`src/rtl/axi4_sram_slave.sv`:
```
// AXI4 slave that turns INCR/FIXED bursts into single-port synchronous SRAM
// accesses. Reads and writes are serialized by a fair arbiter. A 2-entry read
// buffer keeps one R beat per cycle flowing while absorbing R backpressure.
//
// state   | meaning
// IDLE    | arbitrate between AW and AR, accept one request
// WR_DATA | accept W beats, one SRAM write per W handshake
// WR_RESP | present B until the master takes it
// RD_DATA | issue SRAM reads against buffer credits, stream R beats
`timescale 1ns/1ps
module axi4_sram_slave #(
    parameter int IDSIZE = 4,
    parameter int ASIZE  = 8,
    parameter int LSIZE  = 8,
    parameter int DSIZE  = 8
) (
    input  logic              axi_aclk,
    input  logic              axi_areset,
    input  logic [IDSIZE-1:0] axi_awid,
    input  logic [ASIZE-1:0]  axi_awaddr,
    input  logic [LSIZE-1:0]  axi_awlen,
    input  logic [1:0]        axi_awburst,
    input  logic              axi_awvalid,
    output logic              axi_awready,
    input  logic [DSIZE-1:0]  axi_wdata,
    input  logic              axi_wlast,
    input  logic              axi_wvalid,
    output logic              axi_wready,
    output logic [IDSIZE-1:0] axi_bid,
    output logic [1:0]        axi_bresp,
    output logic              axi_bvalid,
    input  logic              axi_bready,
    input  logic [IDSIZE-1:0] axi_arid,
    input  logic [ASIZE-1:0]  axi_araddr,
    input  logic [LSIZE-1:0]  axi_arlen,
    input  logic [1:0]        axi_arburst,
    input  logic              axi_arvalid,
    output logic              axi_arready,
    output logic [IDSIZE-1:0] axi_rid,
    output logic [DSIZE-1:0]  axi_rdata,
    output logic [1:0]        axi_rresp,
    output logic              axi_rlast,
    output logic              axi_rvalid,
    input  logic              axi_rready,
    output logic              sram_en,
    output logic              sram_we,
    output logic [ASIZE-1:0]  sram_addr,
    output logic [DSIZE-1:0]  sram_wdata,
    input  logic [DSIZE-1:0]  sram_rdata
);

    typedef enum logic [1:0] {IDLE, WR_DATA, WR_RESP, RD_DATA} state_t;

    state_t            state_q;
    logic [IDSIZE-1:0] id_q;
    logic [ASIZE-1:0]  addr_q;
    logic [LSIZE-1:0]  len_q;
    logic [1:0]        burst_q;
    logic [LSIZE:0]    beat_q;       // write beats accepted, or read beats issued
    logic              err_q;
    logic              last_dir_q;   // 1 = last served a write, 0 = read
    logic              infl_q;       // SRAM read data arrives this cycle
    logic              infl_last_q;
    logic [DSIZE-1:0]  fifo_data_q [2];
    logic              fifo_last_q [2];
    logic              wr_ptr_q;
    logic              rd_ptr_q;
    logic [1:0]        fifo_cnt_q;

    logic             grant_w, grant_r, aw_hs, ar_hs, w_hs, w_final;
    logic             r_pop, rd_issue, rd_final_issue;
    logic [2:0]       occ_after;
    logic [ASIZE-1:0] addr_next;

    assign grant_w = axi_awvalid && (!axi_arvalid || !last_dir_q);
    assign grant_r = axi_arvalid && (!axi_awvalid || last_dir_q);

    assign axi_awready = (state_q == IDLE) && grant_w;
    assign axi_arready = (state_q == IDLE) && grant_r;
    assign aw_hs       = axi_awvalid && axi_awready;
    assign ar_hs       = axi_arvalid && axi_arready;

    assign axi_wready = (state_q == WR_DATA);
    assign w_hs       = axi_wvalid && axi_wready;
    assign w_final    = (beat_q == {1'b0, len_q});

    assign axi_bvalid = (state_q == WR_RESP);
    assign axi_bid    = id_q;
    assign axi_bresp  = (axi_bvalid && err_q) ? 2'b10 : 2'b00;

    // FIXED holds the address; INCR and WRAP (treated as INCR) step by one word
    assign addr_next = (burst_q == 2'b00) ? addr_q : addr_q + ASIZE'(1);

    assign axi_rvalid = (fifo_cnt_q != 2'd0);
    assign axi_rdata  = fifo_data_q[rd_ptr_q];
    assign axi_rlast  = axi_rvalid && fifo_last_q[rd_ptr_q];
    assign axi_rid    = id_q;
    assign axi_rresp  = 2'b00;
    assign r_pop      = axi_rvalid && axi_rready;

    // A pop in this cycle returns its credit in time for a same-cycle issue
    assign occ_after      = {1'b0, fifo_cnt_q} + {2'b00, infl_q} - {2'b00, r_pop};
    assign rd_issue       = (state_q == RD_DATA) && (beat_q <= {1'b0, len_q}) && (occ_after < 3'd2);
    assign rd_final_issue = rd_issue && (beat_q == {1'b0, len_q});

    assign sram_en    = w_hs || rd_issue;
    assign sram_we    = w_hs;
    assign sram_addr  = addr_q;
    assign sram_wdata = w_hs ? axi_wdata : '0;

    // Transaction FSM: arbitration, burst address/beat tracking, response state
    always_ff @(posedge axi_aclk) begin
        if (axi_areset) begin
            state_q     <= IDLE;
            id_q        <= '0;
            addr_q      <= '0;
            len_q       <= '0;
            burst_q     <= 2'b00;
            beat_q      <= '0;
            err_q       <= 1'b0;
            last_dir_q  <= 1'b0;
            infl_q      <= 1'b0;
            infl_last_q <= 1'b0;
        end else begin
            infl_q      <= rd_issue;
            infl_last_q <= rd_final_issue;
            case (state_q)
                IDLE: begin
                    if (aw_hs) begin
                        id_q    <= axi_awid;
                        addr_q  <= axi_awaddr;
                        len_q   <= axi_awlen;
                        burst_q <= axi_awburst;
                        beat_q  <= '0;
                        err_q   <= 1'b0;
                        state_q <= WR_DATA;
                    end else if (ar_hs) begin
                        id_q    <= axi_arid;
                        addr_q  <= axi_araddr;
                        len_q   <= axi_arlen;
                        burst_q <= axi_arburst;
                        beat_q  <= '0;
                        state_q <= RD_DATA;
                    end
                end
                WR_DATA: begin
                    if (w_hs) begin
                        addr_q <= addr_next;
                        beat_q <= beat_q + (LSIZE+1)'(1);
                        // Beat count decides the end; wlast is only audited
                        if (axi_wlast != w_final) err_q <= 1'b1;
                        if (w_final) state_q <= WR_RESP;
                    end
                end
                WR_RESP: begin
                    if (axi_bready) begin
                        state_q    <= IDLE;
                        last_dir_q <= 1'b1;
                    end
                end
                RD_DATA: begin
                    if (rd_issue) begin
                        addr_q <= addr_next;
                        beat_q <= beat_q + (LSIZE+1)'(1);
                    end
                    if (r_pop && axi_rlast) begin
                        state_q    <= IDLE;
                        last_dir_q <= 1'b0;
                    end
                end
                default: state_q <= IDLE;
            endcase
        end
    end

    // Two-entry read buffer: push SRAM data the cycle after issue, pop on R handshake
    always_ff @(posedge axi_aclk) begin
        if (axi_areset) begin
            for (int i = 0; i < 2; i++) begin
                fifo_data_q[i] <= '0;
                fifo_last_q[i] <= 1'b0;
            end
            wr_ptr_q   <= 1'b0;
            rd_ptr_q   <= 1'b0;
            fifo_cnt_q <= 2'd0;
        end else begin
            if (infl_q) begin
                fifo_data_q[wr_ptr_q] <= sram_rdata;
                fifo_last_q[wr_ptr_q] <= infl_last_q;
                wr_ptr_q              <= ~wr_ptr_q;
            end
            if (r_pop) rd_ptr_q <= ~rd_ptr_q;
            fifo_cnt_q <= fifo_cnt_q + {1'b0, infl_q} - {1'b0, r_pop};
        end
    end

endmodule

```
`config.mk`:
```
export PLATFORM = sky130hd
export DESIGN_NAME = axi4_sram_slave
export DESIGN_NICKNAME = d
export VERILOG_FILES = /design/src/rtl/axi4_sram_slave.sv
export SDC_FILE = /design/constraint.sdc
export NUM_CORES = 1
export LEC_CHECK = 0
export CORE_ASPECT_RATIO = 0.6
export CORE_MARGIN = 2
export CORE_UTILIZATION = 30
export CTS_BUF_LIST = sky130_fd_sc_hd__clkbuf_2
export DETAILED_ROUTE_END_ITERATION = 8
export GPL_ROUTABILITY_DRIVEN = 1
export PLACE_DENSITY = 0.58
export SYNTH_ARGS = -nofsm -noshare
export SYNTH_HDL_FRONTEND = slang
export SYNTH_SLANG_ARGS = --single-unit
```
`constraint.sdc`:
```
create_clock -name axi_aclk -period 4.12 [get_ports axi_aclk]
set_input_delay 0.824 -clock axi_aclk [delete_from_list [all_inputs] [get_ports axi_aclk]]
set_output_delay 0.824 -clock axi_aclk [all_outputs]
set_load 0.05 [all_outputs]
```
==> run_results.csv, run 1 <==
group,metric,value,unit
synth,postSynth.asyncResetShare,0,%
sta,setup_viol,0,
clocking,tritoncts,"done",
sta,fin_hold_ws,0.5104,ns
clocking,cts-htree-levels,3,
route,wirelength,9354,um
sta,timing.fmax,246.4,MHz
worst_hold_path,worstHoldPathCells,2,
route,drt_first_pass_iters,5,
clocking,clkLatencyLatePin,0.51,ns
sta,grt_setup_unrepaired,"false",
die,floorplan.core_area,0.01122,sq mm
finish,multi_input_area,0.001814,sq mm
global_routing,globalRouteMet2Util,23.39,%
finish,post_route_cells_drive_above_1_share,13.15,%
die,start_util,30.51,%
job,maxCapViolations,0,
route,final_antenna_net_count,0,
synth,yosysWarnings,0,
sta,skew,0.04455,ns
route,drc,0,
pwr,leakagePower,1.935,nW
synth,ys_top_cells_by_area,"sky130_fd_sc_hd__dfxtp_1 (25%), sky130_fd_sc_hd__edfxtp_1 (16%), sky130_fd_sc_hd__and2_1 (5.3%), sky130_fd_sc_hd__mux2i_1 (5.3%), sky130_fd_sc_hd__ha_1 (4.4%)",
global_routing,vias_in_the_first_global_route,2970,
sta,worstMarginPinSlew,1.216,ns
setup_path,arrival,3.23,ns
clocking,cts-root-buf,"sky130_fd_sc_hd__clkbuf_2",
placement,dpl.hpwl,6982,um
synth,ys_seq_area_share,40.34,%
sta,timing.max_slew.rel_slack,18.87,%
synth,synth_largest_type_area_fraction,24.55,%
setup_path,endpoint_kind,"output port",
global_routing,grt.total_usage,15.75,%
die,rows,30,
finish,layout.cells.most_common_list,"sky130_fd_sc_hd__clkdlybuf4s50_1 (97), sky130_fd_sc_hd__dfxtp_1 (42), sky130_fd_sc_hd__nor2_1 (32)",
pwr,power,3.172,mW
pwr,maximum_vdd_drop,0.3164,mV
setup_path,crit_fanout,2,
synth,synthFlopType,"sky130_fd_sc_hd__dfxtp_1",
synth,post_synth_num_cell_types,54,
synth,synth_cell_area,0.003425,sq mm
die,fp.dieH,86.76,um
status,result_of_the_run,"complete, no violations",
synth,number_of_synthesized_flops_with_an_enable_pin,18,
pwr,powerDensity,654.0,mW/mm^2
global_routing,globalRouteMet3Util,5.083,%
finish,final.fill_count,1093,
global_routing,grt_pass1_wl,14990,um
global_routing,grt_max_degree,43,
placement,placed_instance_area,0.004695,sq mm
die,dieArea,0.01231,sq mm
sta,final-hold-violation-count,0,
finish,sequential_cell_area,0.001381,sq mm
setup_path,worst_r2r_setup_slack,0.74,ns
finish,layout.cells.most_common,"sky130_fd_sc_hd__clkdlybuf4s50_1",
setup_path,reg2reg_depth,12,
placement,routabilityCongestion,0.7661,
placement,numPortBuffers,108,
route,routedWlPerCell,15.01,um
die,ios,112,
clocking,clk_path_buf_depth,2,
synth,synth_top_cell_by_area,"sky130_fd_sc_hd__dfxtp_1",
synth,ys_ff_latch,60,
clocking,clock_sink_count,60,
finish,design_area,0.004851,sq mm
sta,report.final.slew_viol_count,0,
route,via_count,3167,
global_routing,gr-usage-met1,21.76,%
setup_path,critPathKind,"in2out",
die,floorplan.die.width,141.9,um
synth,netlist_instances,373,
finish,n_antenna_cell,0,
global_routing,top_usage_layer,"met2",
route,initialDrtViolationCount,196,
sta,finalWorstPathRequiredPeriod,4.058,ns
global_routing,globalRouteOverflowTotal,0,
clocking,cts_hold_buffers,0,
clocking,clkTransAtPathRegs,0.16,ns
setup_path,critical_path_required,3.30,ns
global_routing,antenna_found_initial,0,
finish,final_net_count,555,
synth,average_size_of_a_mapped_cell,9.181,sq um
setup_path,worst_setup_path_start_kind,"input pin",
sta,timing.final.crit_share,98.49,%
finish,area.growth.synth_to_final,41.65,%
worst_hold_path,worst_hold_path_type,"reg2reg",
clocking,cts_made_buffers,9,
route,route.detailed.vias_per_inst,5.083,
## final timing paths
path	to	startpoint
max	sram_en	axi_rready
min	len_q[7]$_SDFFE_PP0P_	len_q[7]$_SDFFE_PP0P_
max reg2reg	len_q[2]$_SDFFE_PP0P_	fifo_cnt_q[0]$_SDFF_PP0_
min reg2reg	len_q[7]$_SDFFE_PP0P_	len_q[7]$_SDFFE_PP0P_
## kinds of logic (layout without fill, tap and decap cells)
| logic type | count (synthesis) | in the layout | synth area share [%] |
|---|---|---|---|
| other | 1 | 3 | 0.1095 |
| multiplexers | 29 | 29 | 8.878 |
| AO/OA/AOI/OAI | 90 | 90 | 18.67 |
| buffers and inverters | 56 | 160 | 7.343 |
| XOR/XNOR | 4 | 4 | 1.023 |
| adder cells (fa/ha/maj) | 13 | 13 | 4.969 |
| AND/OR/NAND/NOR | 120 | 120 | 18.67 |
| flip-flops | 60 | 60 | 40.34 |
## flip-flops by register name, indices dropped and copies added, names as in the netlist, 2 cells and up, named ones only
register,cells
fifo_data_q,16
fifo_last_q,2
axi_bid,4
sram_addr,8
fifo_cnt_q,2
len_q,8
burst_q,2
beat_q,9
state_q,2
## power by group
part | internal (mW) | switching [mW]
registers | 0.757 | 0.133
clock network | 0.204 | 0.222
logic | 0.713 | 1.14
## what timing repair did
item / in CTS / in global routing
setup buffers: 0 / 1
setup endpoints to repair: 1 / 1
gates resized for setup: 3 / 3
cloned: 0 / 0
pin swaps: 1 / 2
## final cells by class
class	count	area share, %
clock buffers	11	1.135
repair buffers	118	25.66
clock inverters	5	1.599
flip-flops and latches	60	28.48
well taps	144	3.714
inverters	26	2.012
multi-input cells	259	37.40
## critical path: stages
cell and delay (ns):
sky130_fd_sc_hd__clkdlybuf4s50_1 0.43, sky130_fd_sc_hd__o21ai_2 0.08, sky130_fd_sc_hd__inv_1 0.06, sky130_fd_sc_hd__ha_1 0.26, sky130_fd_sc_hd__inv_1 0.04, sky130_fd_sc_hd__ha_2 0.17, sky130_fd_sc_hd__fa_1 0.53, sky130_fd_sc_hd__and4bb_2 0.26
sky130_fd_sc_hd__and2_4 0.14, sky130_fd_sc_hd__a21oi_2 0.20, sky130_fd_sc_hd__inv_1 0.08, sky130_fd_sc_hd__buf_6 0.15
## metal layers
layer | wire length (um) | vias to the layer above
li1 | - | 1553
met1 | 4477 | 1489
met2 | 4086 | 116
met3 | 673 | 9
met4 | 116 | 0
met5 | 0 | -
## cell usage after synthesis (all sizes together) (2+ instances only)
cell type and instances:
buf 14, o31ai 2, a21oi 19, ha 12
mux2 11, nand4 3, a31oi 5, o21a 2
and3 5, or4 4, edfxtp 18, o22ai 2
clkbuf 16, xor2 2, mux2i 18, nand4b 2
nor2b 2, a32oi 3, nor3 7, o21ai 14
xnor2 2, or3 6, a21o 2, o311ai 7
o211ai 4, or2 3, inv 26, a311oi 2
a211oi 15, and2 29, dfxtp 42, a41o 2
nor2 33, nand2 14, o41ai 4, nand3 9
## stage by stage
stage / setup slack [ns] / setup TNS, ns / utilization, % / cells
2_1_floorplan: 0.3165 / 0 / - / 375
3_3_place_gp: -0.005593 / -0.005593 / 41.83 / 606
3_5_place_dp: -0.1681 / -1.782 / 41.83 / 606
4_1_cts: 0.03164 / 0 / 43.08 / 622
5_1_grt: 0.01566 / 0 / 43.22 / 623
6_report: 0.06204 / 0 / 43.22 / 623
Power figures use the tool's default switching activity.
==> run 2, diff against run 1 <==
--- a/config.mk
+++ b/config.mk
@@ -5,6 +5,7 @@
 export SDC_FILE = /design/constraint.sdc
 export NUM_CORES = 1
 export LEC_CHECK = 0
+export CAP_MARGIN = 20
 export CORE_ASPECT_RATIO = 0.6
 export CORE_MARGIN = 2
 export CORE_UTILIZATION = 30
==> run 2 against run 1 <==
Against the previous run:
- worst setup slack gained 0.011 ns
- utilization grew 0.13 points
- first-iteration DRC count shrank 3.1%
- register-to-register slack gained 0.20 ns
- non-clock buffer count grew 1
- flip-flop and latch count is the same
- sequential share of layout area shrank 0.088 points
- clock-buffer cell count is the same
- die area is the same
- final area grew 0.31%
- highest routed layer unchanged
==> run_results.csv, run 2 (same netlist as run 1, synthesis figures left out) <==
group,metric,value,unit
status,result_of_the_run,"complete, no violations",
placement,dpl.hpwl,6982,um
clocking,clk_path_buf_depth,2,
clocking,clkLatencyLatePin,0.51,ns
setup_path,startpoint,"axi_rready",
pwr,clkPwrFrac,13.4,%
pwr,leakagePower,1.942,nW
sta,grt_setup_unrepaired,"false",
global_routing,antenna_found_initial,0,
finish,top_registers,"fifo_data_q (16), beat_q (9)",
setup_path,critPathMaxStageDelay,0.53,ns
clocking,tritoncts,"done",
finish,layout.cells.most_common_list,"sky130_fd_sc_hd__clkdlybuf4s50_1 (97), sky130_fd_sc_hd__dfxtp_1 (42), sky130_fd_sc_hd__nor2_1 (32)",
pwr,maximum_vdd_drop,0.3144,mV
pwr,cell_internal_pwr,1.688,mW
route,wirelength,9364,um
die,floorplan.core_area,0.01122,sq mm
setup_path,slowest_stage,"sky130_fd_sc_hd__fa_1",
finish,n_antenna_cell,0,
clocking,clkTransAtPathRegs,0.16,ns
route,routedWlPerCell,15.01,um
sta,timing.max_slew.rel_slack,43.44,%
route,final_antenna_net_count,0,
clocking,cts-htree-levels,3,
pwr,power_switching_share,47.10,%
sta,finalWorstPathRequiredPeriod,4.047,ns
route,drt_first_pass_iters,5,
job,maxCapViolations,0,
die,start_util,30.51,%
setup_path,worst_path_most_repeated_cell,"sky130_fd_sc_hd__inv_1",
route,wl_met1,4501,um
clocking,cts_made_buffers,9,
sta,setup_viol,0,
route,detailroute.wirelength.met2,4117,um
finish,post_route_cells_drive_above_1_share,13.33,%
global_routing,grt.total_usage,15.75,%
sta,timing.final.crit_share,98.23,%
setup_path,r2r_start,"fifo_cnt_q[0]$_SDFF_PP0_",
setup_path,critical_path_required,3.30,ns
setup_path,crit_fanout,2,
sta,worstMarginPinSlew,0.8447,ns
finish,final_net_count,556,
setup_path,critical_path.cell_chain,"clkdlybuf4s50_1 > o21ai_2 > inv_1 > ha_1 > inv_1 > ha_2 > fa_1 > and4bb_2 > and2_4 > a21oi_2 > inv_1 > buf_6",
setup_path,critPathKind,"in2out",
route,initialDrtViolationCount,190,
pwr,combinationalPowerShare,58.8,%
sta,timing.fmax,247.1,MHz
route,drc,0,
global_routing,globalRouteOverflowTotal,0,
clocking,clock_sink_count,60,
finish,layout.cells.most_common,"sky130_fd_sc_hd__clkdlybuf4s50_1",
die,fp.dieH,86.76,um
finish,instances_no_fill,624,
pwr,p_switching,1.503,mW
global_routing,grt_pass1_wl,14990,um
die,ios,112,
global_routing,grt_max_degree,43,
worst_hold_path,hold_path_origin,"len_q[7]$_SDFFE_PP0P_",
finish,area.growth.synth_to_final,42.09,%
finish,largest_register,"fifo_data_q",
pwr,powerDensity,655.7,mW/mm^2
sta,skew,0.04679,ns
sta,tns,0,ns
setup_path,worst_setup_path_start_kind,"input pin",
route,route.detailed.vias_per_inst,5.048,
worst_hold_path,worst_hold_path_type,"reg2reg",
route,via_count,3150,
sta,final-hold-violation-count,0,
setup_path,endpoint_kind,"output port",
setup_path,arrival,3.22,ns
route,top_layer,"met4",
placement,routabilityCongestion,0.7661,
die,rows,30,
pwr,sequentialPowerShare,27.9,%
sta,report.final.slew_viol_count,0,
placement,dp.cells,606,
route,routed-wl-met3,619,um
placement,numPortBuffers,108,
die,floorplan.die.width,141.9,um
finish,number_of_flip_flops_in_the_largest_register,16,
clocking,cts-root-buf,"sky130_fd_sc_hd__clkbuf_2",
global_routing,vias_in_the_first_global_route,2970,
die,dieArea,0.01231,sq mm
[run 2: final cells by class]
cell class,instances,area [sq um]
fill,1092,6357
multi-input combinational,259,1814
sequential,60,1381
timing repair buffer,119,1260
tap,144,180.2
inverter,26,97.59
clock inverter,5,77.57
clock buffer,11,55.05
[run 2: power by group through the flow]
| stage | Combinational, mW | Clock (mW) | Sequential [mW] |
|---|---|---|---|
| floorplan | 1.12 | 0 | 1.04 |
| global placement | 1.80 | 0 | 0.898 |
| detailed placement | 1.84 | 0 | 0.901 |
| CTS | 1.85 | 0.441 | 0.890 |
| global route | 2.02 | 0.466 | 0.912 |
| finish | 1.88 | 0.427 | 0.889 |
[run 2: per-stage QoR]
stage / total power [mW] / setup WS (ns) / hold slack (ns) / util [%] / area (sq um)
after floorplan: 2.156 / 0.3165 / 0.4622 / - / 3432
after global placement: 2.702 / -0.005593 / 0.4856 / 41.83 / 4695
after detailed placement: 2.743 / -0.1681 / 0.4892 / 41.83 / 4695
after CTS: 3.185 / 0.03164 / 0.5167 / 43.08 / 4835
after global routing: 3.403 / 0.01566 / 0.5331 / 43.36 / 4866
final: 3.191 / 0.07274 / 0.5107 / 43.36 / 4866
[run 2: timing repair]
action	4_1_cts	5_1_grt
hold buffers	0	0
setup endpoints to repair	1	1
resized for setup	3	3
hold endpoints to repair	0	0
pin swaps	1	2
setup buffers	0	1
[run 2: per-layer routing]
| layer | global-route usage, % | vias to the layer above |
|---|---|---|
| met1 | 21.76 | 1491 |
| met5 | 0 | - |
| met3 | 5.083 | 11 |
| li1 | - | 1554 |
| met2 | 23.39 | 94 |
| met4 | 5.091 | 0 |
[run 2: path summary, 6_finish.rpt]
check                                    to  slack (ns)  cells after the start
hold reg to reg       len_q[7]$_SDFFE_PP0P_        0.51                      2
setup reg to reg  sram_addr[6]$_SDFFE_PP0P_        0.94                     13
setup / recovery                    sram_en        0.07                     12
hold / removal        len_q[7]$_SDFFE_PP0P_        0.51                      2
[run 2: critical path, delay by kind of cell]
family                   cells  cell delay, ns
adder cells (fa/ha/maj)      3            0.96
buffers and inverters        5            0.76
AND/OR/NAND/NOR              2            0.40
AO/OA/AOI/OAI                2            0.27
==> run 3, diff against run 2 <==
--- a/config.mk
+++ b/config.mk
@@ -12,6 +12,7 @@
 export CTS_BUF_LIST = sky130_fd_sc_hd__clkbuf_2
 export DETAILED_ROUTE_END_ITERATION = 8
 export GPL_ROUTABILITY_DRIVEN = 1
+export GPL_TIMING_DRIVEN = 0
 export PLACE_DENSITY = 0.58
 export SYNTH_ARGS = -nofsm -noshare
 export SYNTH_HDL_FRONTEND = slang
==> run 3 against run 2 <==
Against the previous run:
- clock skew fell by 0.023 ns
- non-clock buffer count grew 21
- critical path depth did not move
- flip-flop and latch count unchanged
- utilization fell by 0.12 points
==> run_results.csv, run 3 (same netlist as run 1, synthesis figures left out) <==
group,metric,value,unit
finish,layout.cells.most_common_list,"sky130_fd_sc_hd__clkdlybuf4s50_1 (106), sky130_fd_sc_hd__dfxtp_1 (42), sky130_fd_sc_hd__nor2_1 (33)",
sta,final-hold-violation-count,0,
clocking,clock_sink_count,60,
sta,timing.fmax,249.0,MHz
setup_path,crit_path_end,"sram_en",
status,result_of_the_run,"complete, no violations",
die,floorplan.die.width,141.9,um
route,drt_first_pass_iters,5,
setup_path,slowest_stage,"sky130_fd_sc_hd__fa_1",
sta,report.final.slew_viol_count,0,
sta,setup_viol,0,
setup_path,worst_r2r_setup_slack,0.98,ns
setup_path,critPathKind,"in2out",
clocking,cts-htree-levels,3,
finish,layout.cells.most_common,"sky130_fd_sc_hd__clkdlybuf4s50_1",
die,fp.dieH,86.76,um
route,via_count,3310,
finish,final_net_count,577,
clocking,cts_made_buffers,9,
route,initialDrtViolationCount,214,
setup_path,critical_path.cell_chain,"clkdlybuf4s50_1 > o21ai_4 > inv_1 > ha_1 > inv_1 > ha_1 > fa_1 > and4bb_2 > and2_4 > a21oi_4 > inv_1 > buf_6",
die,floorplan.core_area,0.01122,sq mm
clocking,clkTransAtPathRegs,0.20,ns
setup_path,arrival,3.19,ns
pwr,sequentialPowerShare,27.6,%
setup_path,startpoint,"axi_rready",
finish,top_registers,"fifo_data_q (16), beat_q (9)",
route,drc,0,
placement,numPortBuffers,107,
placement,routabilityCongestion,0.8402,
finish,design_area,0.004852,sq mm
pwr,p_switching,1.581,mW
global_routing,grt_pass1_wl,17020,um
pwr,leakagePower,1.927,nW
finish,number_of_flip_flops_in_the_largest_register,16,
pwr,powerDensity,656.6,mW/mm^2
global_routing,grt.total_usage,17.98,%
global_routing,grt_max_degree,13,
worst_hold_path,worst_hold_path_type,"reg2reg",
finish,n_antenna_cell,0,
sta,fin_hold_ws,0.5206,ns
placement,placed_instance_area,0.004683,sq mm
finish,area.growth.synth_to_final,41.69,%
clocking,cts-root-buf,"sky130_fd_sc_hd__clkbuf_2",
die,ios,112,
pwr,power_switching_share,49.63,%
finish,largest_register,"fifo_data_q",
sta,tns,0,ns
setup_path,crit_fanout,3,
clocking,clkLatencyLatePin,0.50,ns
pwr,combinationalPowerShare,60.3,%
die,start_util,30.51,%
route,route.detailed.vias_per_inst,5.132,
clocking,clk_path_buf_depth,2,
pwr,clkPwrFrac,12.1,%
setup_path,endpoint_kind,"output port",
placement,dpl.hpwl,8146,um
die,dieArea,0.01231,sq mm
setup_path,critical_path_required,3.30,ns
clocking,tritoncts,"done",
sta,timing.max_slew.rel_slack,40.40,%
setup_path,r2r_start,"fifo_cnt_q[0]$_SDFF_PP0_",
setup_path,reg2reg_depth,12,
pwr,maximum_vdd_drop,0.3728,mV
sta,timing.final.crit_share,97.48,%
finish,utilization,43.23,%
setup_path,critPathMaxStageDelay,0.49,ns
global_routing,antenna_found_initial,0,
route,final_antenna_net_count,0,
job,maxCapViolations,0,
pwr,power,3.186,mW
die,rows,30,
sta,finalWorstPathRequiredPeriod,4.016,ns
setup_path,reg2reg_to,"len_q[2]$_SDFFE_PP0P_",
setup_path,worst_path_most_repeated_cell,"sky130_fd_sc_hd__inv_1",
sta,skew,0.02367,ns
sta,worstMarginPinSlew,0.8900,ns
setup_path,worst_setup_path_start_kind,"input pin",
global_routing,vias_in_the_first_global_route,3244,
pwr,cell_internal_pwr,1.605,mW
route,wirelength,10540,um
global_routing,globalRouteOverflowTotal,0,
finish,post_route_cells_drive_above_1_share,11.18,%
route,routedWlPerCell,16.34,um
==> run 3: cell types whose count changed in the layout (fill, tap and decap cells not counted), sizes merged <==
cell and change:
clkbuf +14, clkinvlp +1, inv +2, clkdlybuf4s50 +9, buf -4, bufinv -1
==> run 3: worst min path at each step <==
stage               cells after the start                      to  slack, ns                    from
floorplan                               1  beat_q[6]$_SDFFE_PP0P_       0.46  beat_q[6]$_SDFFE_PP0P_
global placement                        2   rd_ptr_q$_SDFFE_PP0P_       0.49   rd_ptr_q$_SDFFE_PP0P_
detailed placement                      2   rd_ptr_q$_SDFFE_PP0P_       0.49   rd_ptr_q$_SDFFE_PP0P_
CTS                                     2   len_q[7]$_SDFFE_PP0P_       0.52   len_q[7]$_SDFFE_PP0P_
global route                            2   len_q[7]$_SDFFE_PP0P_       0.53   len_q[7]$_SDFFE_PP0P_
finish                                  2   len_q[3]$_SDFFE_PP0P_       0.52   len_q[3]$_SDFFE_PP0P_
==> run 3: critical path: cells and delay by family <==
kind / cells / cell delay [ns]
compound gates: 2 / 0.26
fa+ha+maj: 3 / 0.93
buf+inv: 5 / 0.77
simple gates: 2 / 0.40
==> run 3: per-stage QoR <==
step                      instances  setup WS (ns)
after floorplan                 375         0.3165
after global placement          626        -0.8731
after detailed placement        626        -0.8889
after CTS                       643        0.01961
after global routing            645       -0.01021
final                           645         0.1037
==> run 3: layer usage <==
| layer | vias up | GRT usage (%) | wire, um |
|---|---|---|---|
| met3 | 5 | 5.083 | 667 |
| met5 | - | 0 | 0 |
| met1 | 1602 | 26.05 | 5250 |
| li1 | 1598 | - | - |
| met2 | 105 | 26.30 | 4544 |
| met4 | 0 | 4.545 | 74 |
==> run 3: area by class of cell <==
type	instances	area, sq um
plain buffers	30	153.9
well taps	144	180.2
clock buffers	9	45.04
clock inverters	7	75.07
multi-input cells	259	1824
flip-flops and latches	60	1381
inverters	26	97.59
repair buffers	110	1095
fillers	1109	6371
==> run 3: timing repair <==
action,4_1_cts,5_1_grt
pin swaps,1,1
hold buffers,0,0
resized for setup,9,5
gates cloned,0,0
setup buffers,1,2
setup endpoints to repair,1,1
==> run 3: power groups by stage <==
stage	logic (mW)	clock network [mW]	registers [mW]
after floorplan	1.12	0	1.04
after global placement	1.85	0	0.877
after detailed placement	1.87	0	0.883
after CTS	1.89	0.399	0.871
after global routing	2.07	0.423	0.897
final	1.92	0.386	0.878
